$ cat src/rtl/uart_tx_cfg.sv
// UART transmitter: DATA_W data bits, optional even/odd parity, one or two stop bits.
// Define UART_TX_BREAK_EN to add the BRK_REQ port and a BREAK (line held low) state.
module uart_tx_cfg #(
  parameter int DATA_W       = 8,
  parameter int CLKS_PER_BIT = 16
) (
  input  logic              clk,
  input  logic              rst,
  input  logic [DATA_W-1:0] P_DATA,
  input  logic              DATA_VALID,
  output logic              DATA_READY,
  input  logic              PAR_EN,
  input  logic              PAR_TYP,
  input  logic              STOP2,
`ifdef UART_TX_BREAK_EN
  input  logic              BRK_REQ,
`endif
  output logic              TX_OUT,
  output logic              Busy
);
  localparam int BRK_CYC = (DATA_W + 3) * CLKS_PER_BIT;
  localparam int CW      = $clog2(BRK_CYC + 1);
  localparam int BW      = $clog2(DATA_W);
  localparam logic [CW-1:0] BIT_LAST  = CW'(CLKS_PER_BIT - 1);
  localparam logic [BW-1:0] DATA_LAST = BW'(DATA_W - 1);
`ifdef UART_TX_BREAK_EN
  localparam logic [CW-1:0] BRK_LAST  = CW'(BRK_CYC - 1);
`endif

  typedef enum logic [2:0] {
    S_IDLE, S_START, S_DATA, S_PARITY, S_STOP
`ifdef UART_TX_BREAK_EN
    , S_BREAK
`endif
  } state_e;

  state_e              state_q, state_d;
  logic [CW-1:0]       clk_cnt_q, clk_cnt_d;
  logic [BW-1:0]       bit_cnt_q, bit_cnt_d;
  logic [DATA_W-1:0]   shift_q, shift_d;
  logic                par_en_q, par_en_d;
  logic                par_q, par_d;
  logic                stop2_q, stop2_d;
  logic                tx_q, tx_d;
  logic                busy_q, busy_d;
  logic                bit_end;

  assign bit_end    = (clk_cnt_q == BIT_LAST);
  assign DATA_READY = (state_q == S_IDLE) && !rst;
  assign TX_OUT     = tx_q;
  assign Busy       = busy_q;

  always_ff @(posedge clk) begin
    if (rst) begin
      state_q   <= S_IDLE;
      clk_cnt_q <= '0;
      bit_cnt_q <= '0;
      shift_q   <= '0;
      par_en_q  <= 1'b0;
      par_q     <= 1'b0;
      stop2_q   <= 1'b0;
      tx_q      <= 1'b1;
      busy_q    <= 1'b0;
    end else begin
      state_q   <= state_d;
      clk_cnt_q <= clk_cnt_d;
      bit_cnt_q <= bit_cnt_d;
      shift_q   <= shift_d;
      par_en_q  <= par_en_d;
      par_q     <= par_d;
      stop2_q   <= stop2_d;
      tx_q      <= tx_d;
      busy_q    <= busy_d;
    end
  end

  always_comb begin
    state_d   = state_q;
    clk_cnt_d = clk_cnt_q;
    bit_cnt_d = bit_cnt_q;
    shift_d   = shift_q;
    par_en_d  = par_en_q;
    par_d     = par_q;
    stop2_d   = stop2_q;
    case (state_q)
      S_IDLE: begin
        clk_cnt_d = '0;
        bit_cnt_d = '0;
`ifdef UART_TX_BREAK_EN
        if (BRK_REQ) state_d = S_BREAK;
        else
`endif
        if (DATA_VALID) begin
          state_d  = S_START;
          shift_d  = P_DATA;
          par_en_d = PAR_EN;
          par_d    = (^P_DATA) ^ PAR_TYP;
          stop2_d  = STOP2;
        end
      end
      S_START: begin
        clk_cnt_d = bit_end ? '0 : clk_cnt_q + CW'(1);
        if (bit_end) state_d = S_DATA;
      end
      S_DATA: begin
        clk_cnt_d = bit_end ? '0 : clk_cnt_q + CW'(1);
        if (bit_end) begin
          shift_d = shift_q >> 1;
          if (bit_cnt_q == DATA_LAST) begin
            bit_cnt_d = '0;
            state_d   = par_en_q ? S_PARITY : S_STOP;
          end else begin
            bit_cnt_d = bit_cnt_q + BW'(1);
          end
        end
      end
      S_PARITY: begin
        clk_cnt_d = bit_end ? '0 : clk_cnt_q + CW'(1);
        if (bit_end) state_d = S_STOP;
      end
      S_STOP: begin
        clk_cnt_d = bit_end ? '0 : clk_cnt_q + CW'(1);
        if (bit_end) begin
          if (bit_cnt_q == BW'(stop2_q)) begin
            bit_cnt_d = '0;
            state_d   = S_IDLE;
          end else begin
            bit_cnt_d = bit_cnt_q + BW'(1);
          end
        end
      end
`ifdef UART_TX_BREAK_EN
      // Counter saturates at the minimum break length; a held BRK_REQ stretches the break.
      S_BREAK: begin
        if (clk_cnt_q == BRK_LAST) begin
          if (!BRK_REQ) begin
            clk_cnt_d = '0;
            bit_cnt_d = '0;
            stop2_d   = 1'b0;
            state_d   = S_STOP;
          end
        end else begin
          clk_cnt_d = clk_cnt_q + CW'(1);
        end
      end
`endif
      default: state_d = S_IDLE;
    endcase
  end

  // Line outputs are registered from the next state so the start bit appears right after acceptance.
  always_comb begin
    tx_d   = 1'b1;
    busy_d = (state_d != S_IDLE);
    case (state_d)
      S_START:  tx_d = 1'b0;
      S_DATA:   tx_d = shift_d[0];
      S_PARITY: tx_d = par_q;
`ifdef UART_TX_BREAK_EN
      S_BREAK:  tx_d = 1'b0;
`endif
      default:  tx_d = 1'b1;
    endcase
  end
endmodule

$ cat config.mk
export PLATFORM = sky130hd
export DESIGN_NAME = uart_tx_cfg
export DESIGN_NICKNAME = d
export VERILOG_FILES = /design/src/rtl/uart_tx_cfg.sv
export SDC_FILE = /design/constraint.sdc
export NUM_CORES = 1
export LEC_CHECK = 0
export BUFFER_PORTS_ARGS = -buffer_cell sky130_fd_sc_hd__buf_2
export CELL_PAD_IN_SITES_DETAIL_PLACEMENT = 1
export CELL_PAD_IN_SITES_GLOBAL_PLACEMENT = 2
export CORE_ASPECT_RATIO = 2
export CORE_MARGIN = 4
export CORE_UTILIZATION = 36
export CTS_CLUSTER_DIAMETER = 40
export DETAILED_ROUTE_END_ITERATION = 8
export GPL_TIMING_DRIVEN = 1
export HOLD_SLACK_MARGIN = 0.15
export PLACE_DENSITY_LB_ADDON = 0.1
export REMOVE_ABC_BUFFERS = 1
export SLEW_MARGIN = 20
export SYNTH_ARGS = -nofsm -noshare
export SYNTH_HDL_FRONTEND = slang
export SYNTH_SLANG_ARGS = --single-unit
$ cat constraint.sdc
create_clock -name clk -period 5.1 [get_ports clk]
set_input_delay 0.51 -clock clk [delete_from_list [all_inputs] [get_ports clk]]
set_output_delay 0.51 -clock clk [all_outputs]
set_load 0.05 [all_outputs]
# Word-level counts from Yosys, hierarchy flattened
# Cells that the tools add are included.
totals:
  reg_bits: 27
  input_bits: 14
  out_inout_bits: 3
  wordCells: 58
classes:
  add_sub_neg: 2
  n_eq_ne: 13
  mux: 20
  n_bitwise: 1
  reduce_logical: 12
op_table:
  columns: ["cell", "count"]
  rows:
  - ["2-to-1 mux 3 bit", 12]
  - ["one-hot mux 8 bit (2 select lines)", 2]
  - ["2-to-1 mux 8 bit", 3]
  - ["one-hot mux 3 bit (5 select lines)", 1]
  - ["== test 3 x 2 -> 1 bit, second input constant", 4]
  - ["one-hot mux 3 bit (3 select lines)", 1]
  - ["adder 8 x 1 -> 8 bit, second input constant", 1]
  - ["== test 8 x 4 -> 1 bit, second input constant", 1]
  - ["XOR reduction 8 bit", 1]
  - ["== test 3 x 1 -> 1 bit, second input constant", 2]
  - ["== test 3 bit, second input constant", 2]
  - ["!= test 2 bit, second input constant", 3]
  - ["AND reduction 3 bit", 2]
  - ["nonzero test 3 bit", 2]
  - ["nonzero test 2 bit", 2]
  - ["OR reduction 4 bit", 1]
  - ["adder 3 x 1 -> 3 bit, second input constant", 1]
  - ["== test 3 x 1 -> 1 bit", 1]
  - ["logical NOT 3 bit", 1]
  - ["one-hot mux 1 bit (3 select lines)", 1]
  - ["AND reduction 2 bit", 1]
  - ["logical AND 1 bit", 1]
  - ["logical NOT 1 bit", 1]
  - ["bitwise XOR 1 bit", 1]

# Depth between registers and ports, before layout
logic_depth:
  depth_word: 6
  mapped_depth: 8

# Worst setup path after synthesis
# Ideal clock, no wire load.
synth_path:
  path_kind: "input-to-output"
  startpoint: "in rst"
  endpoint: "out DATA_READY"
  t_arrival_ns: 2.138
  slack_ns: 2.452
  path_stages: 2
  path_buffers: 1
  path_cell_list: "clkbuf_1 > nor4_1"
synth_between:
  elab_chain_cells: 2
synth_rtl:
  columns: ["element", "line", "rtl"]
  rows:
  - ["from (decl)", "8", "input logic rst,"]
  - ["logical NOT 1 bit", "49", "assign DATA_READY = (state_q == S_IDLE) && !rst;"]
  - ["logical AND 1 bit", "49", null]
  - ["to (decl)", "11", "output logic DATA_READY,"]
# No other way between the ends.

# Worst setup path after layout
layout_path:
  startpoint: "reg clk_cnt_q[0]"
  endpoint: "reg tx_q (netlist: TX_OUT)"
layout_between:
  elab_chain_cells: 5
layout_rtl:
  columns: ["element", "line", "rtl"]
  rows:
  - ["from (decl)", "38", "logic [CW-1:0] clk_cnt_q, clk_cnt_d;"]
  - ["from (signal assigned)", "66", "clk_cnt_q <= clk_cnt_d;"]
  - ["== test 8 x 4 -> 1 bit (*)", "48", "assign bit_end = (clk_cnt_q == BIT_LAST);"]
  - ["2-to-1 mux 3 bit (on tied branches)", null, null]
  - ["one-hot mux 3 bit (5 select lines)", "85", "case (state_q)"]
  - ["== test 3 x 2 -> 1 bit / == test 3 x 1 -> 1 bit (equally long branches)", "155", "case (state_d)"]
  - ["one-hot mux 1 bit (3 select lines) (*)", "155", null]
  - ["to (signal assigned)", "72", "tx_q <= tx_d;"]
  - ["to (decl)", "44", "logic tx_q, tx_d;"]
# Mark *: on every way between the ends. The rest lies on a longest branch, timed or not. The select of a mux whose other input is x is not followed.
# A chain may end at the register's enable or synchronous reset.

==> metrics.md <==
| Metric | Value |
|---|---|
| P_int | 299.9 µW |
| Status | finished, final reports clean |
| Remaining global-route overflow | 0 |
| Sum Neg Setup Slack | 0 ns |
| Delay of the slowest cell on the worst path | 0.41 ns |
| Post-Syn Instances | 169 |
| Number of stages on the worst setup path | 6 |
| Number of endpoints with negative hold slack in the final report | 0 |
| Global routing usage summed across all routing layers | 0.1587 |
| Crit Path Category | reg2reg |
| Number of stages on the worst hold path | 2 |
| CTS Hold Buffers Added | 0 |
| Avg Synthesized Cell Area | 8.388 µm² |
| Cell taking the most area after synthesis | dfxtp_1 |
| Port buffer count | 16 |
| Via count of the first global-routing pass | 1424 |
| Largest fanout on the critical path | 10 |
| Final count of pins violating max slew | 0 |
| Number of cell rows | 32 |
| Measured slew at the worst slew-check pin | 0.6806 ns |
| Latest clock arrival within the worst-skew pair | 0.28 ns |
| Detailed-placement wirelength estimate | 2838 µm |
| Critical-path top delay cell | a2111oi_0 |
| Total wire length after detailed routing | 3601 µm |
| Count of cells resized by post-cts repair | 0 |
| Routability cong. | 0.7264 |
| Highest achievable clock rate | 471.8 MHz |
| Final total power | 406.9 µW |
| Die width | 52.37 µm |
| Fraction of synthesized cell area taken by the top area cell type | 0.3813 |
| Worst-case vdd ir drop | 0.0001357 V |
| Die height | 96.75 µm |
| Clock tree root driver cell | clkbuf_8 |
| Number of antenna violations at the first check in global routing | 0 |
| Met2 GRT Util | 0.3228 |
| Total CTS buffers | 3 |
| Drc violations | 0 |
| Share of synthesized flip-flops with an asynchronous set or reset | 0 |
| Pwr/cell area | 260.2 nW/µm² |
| Clk_skew | 0.003524 ns |
| Clock slew at the register clock pins of the worst setup and hold paths | 0.09 ns |
| Met1 layer usage reported by global route | 0.1401 |
| Critical Path AT | 2.28 ns |
| RSZ-0062 raised after global routing | false |
| Average routed wire per standard cell | 15.66 µm |
| Post-synthesis register bit count | 27 |
| CP Launch Type | flop |
| Maximum number of pins on one net before global-route repair | 32 |
| Buffering stage count on the worst path with inverters included | 0 |
| Detailed-routing iteration count for the pre-antenna-repair pass | 4 |
| Register Area | 540.5 µm² |
| Core outline area | 3844 µm² |
| Die area | 5067 µm² |
| Leakage | 0.0005946 µW |
| Sw frac | 0.2630 |
| Depth of the CTS H-tree | 1 |
| Area delta synth->final | 10.33% |
| Number of vias after detailed routing | 1280 |
| Fill cell total of the finished layout | 509 |
| Family with the most delay on the worst path | compound AO/OA/AOI/OAI gates |
| Number of nets still failing antenna checks after routing | 0 |
| Logic gate share of total power | 0.141 |
| Switching pwr | 107.0 µW |
| Register share of total power | 0.554 |
| Count of different cell masters after synthesis | 47 |
| Deepest clock path buffer count | 2 |
| Share of the clock period used by the worst path after layout | 0.4156 |
| Commonest non-fill, non-tap cell in the layout | dfxtp_1 |
| Count of nets after finishing | 197 |
| Number of enable-type register cells in the synthesized netlist | 0 |
| Part of the total power dissipated in the clock network | 0.305 |
| CTS tree | done |
| Share of final-layout standard cells stronger than drive strength 1 | 0.1508 |
| Netlist area before placement | 1418 µm² |
| Flip-flop cell with the highest count after synthesis | dfxtp_1 |
| Diode count | 0 |
| Most frequent cells in the layout | dfxtp_1 (27), nand2_1 (19), nor2_1 (17), a21oi_1 (17), buf_2 (16) |
| Yosys Warn Count | 0 |
| Normalized max-slew margin | 0.5415 |
| Most area-consuming cells after synthesis | dfxtp_1 (38%), a21oi_1 (6.0%), nand2_1 (5.0%), nor2_1 (4.5%), a22oi_1 (3.7%) |
| Critical path required time | 5.26 ns |
| Layer with the highest usage after global routing | met2 |
| DRT iter0 DRCs | 12 |
| Maximum capacitance violations | 0 |
| Detail-routed via count per cell | 5.565 |
| Met3 global-route usage | 0.02311 |
| Starting Density | 0.3688 |
| Clock sinks | 27 |
| Combined area of the multi-input logic cells | 827.0 µm² |
| Minimum clock period | 2.120 ns |
| Wire length of the first global-routing pass | 6230 µm |
| Post-CTS setup buffers | 0 |
| Number of cell instances on the worst register-to-register path | 6 |
| Part of the Yosys area used for sequential elements | 0.3813 |
| Final count of negative-setup-slack endpoints | 0 |
| Endpoint class of the critical path | flop |
| Hold Path Class | reg2reg |
| Critical Path, Cell by Cell | ha_1, and3_1, and2_2, a221o_1, a2111oi_0, a21oi_1 |
| Top Ports | 17 |
-- metal layers --
metal	vias to the layer above	part of all wire	wire length, µm
met1	626	0.35	1246
met3	5	0.027	98
met4	0	0.018	65
met2	15	0.61	2191
li1	634	-	-
met5	-	0	0
-- worst paths after layout --
kind                            slack, ns          from    endpoint
worst max-delay path                 2.98  clk_cnt_q[0]      TX_OUT
worst min-delay path                 0.46    shift_q[3]  shift_q[3]
worst max register to register       2.98  clk_cnt_q[0]      TX_OUT
worst min register to register       0.46    shift_q[3]  shift_q[3]
-- power by group through the flow --
stage | Clock, µW | Combinational [µW] | Sequential [µW]
after global placement | 0 | 57.7 | 230
after detailed placement | 0 | 58.7 | 230
final | 124 | 57.5 | 225
after CTS | 130 | 58.9 | 225
after global routing | 137 | 64.4 | 226
after floorplan | 0 | 35.9 | 232
-- worst min-delay path: stages (launching register included) --
cell and delay (ns):
dfxtp_1 0.32, nand2_1 0.05, a21oi_1 0.05
-- cell usage after synthesis, types with 3 or more instances --
| cell type | instances |
|---|---|
| xnor2_1 | 5 |
| nand3_1 | 5 |
| nor3_1 | 4 |
| a21oi_1 | 17 |
| xor2_1 | 3 |
| ha_1 | 3 |
| nand2_1 | 19 |
| nor3b_1 | 3 |
| and3_1 | 4 |
| o21ai_0 | 6 |
| a22oi_1 | 7 |
| clkbuf_1 | 8 |
| nor2_1 | 17 |
| nor2b_1 | 3 |
| dfxtp_1 | 27 |
-- through the flow --
| step | hold slack (ns) | instance area [µm²] | instances | worst slack, ns | util |
|---|---|---|---|---|---|
| global route | 0.4776 | 1564 | 230 | 2.752 | 0.4069 |
| finish | 0.4613 | 1564 | 230 | 2.980 | 0.4069 |
| detailed placement | 0.4542 | 1519 | 226 | 2.986 | 0.3952 |
| global placement | 0.4455 | 1519 | 226 | 3.064 | 0.3952 |
| CTS | 0.4625 | 1564 | 230 | 2.972 | 0.4069 |
| floorplan | 0.4300 | 1375 | 159 | 2.626 | - |
-- state kept, by name (all words and copies together), names as in the netlist --
signal and count:
clk_cnt_q 8, shift_q 8, bit_cnt_q 3, state_q 3
Busy 1, TX_OUT 1, par_en_q 1, par_q 1
stop2_q 1
-- cell families after synthesis --
kind of cell | count (synthesis) | synth area share
simple gates | 71 | 0.2719
compound gates | 45 | 0.2048
flops | 27 | 0.3813
buf+inv | 12 | 0.03531
xor+xnor | 9 | 0.06531
fa+ha+maj | 4 | 0.03442
mux | 1 | 0.007061
-- cell type report --
| cell class | count | share of cell area |
|---|---|---|
| timing repair buffer | 16 | 0.05120 |
| tap | 51 | 0.04080 |
| sequential | 27 | 0.3456 |
| multi-input combinational | 130 | 0.5288 |
| inverter | 2 | 0.004800 |
| clock buffer | 4 | 0.02880 |
Power figures use the tool's default switching activity.
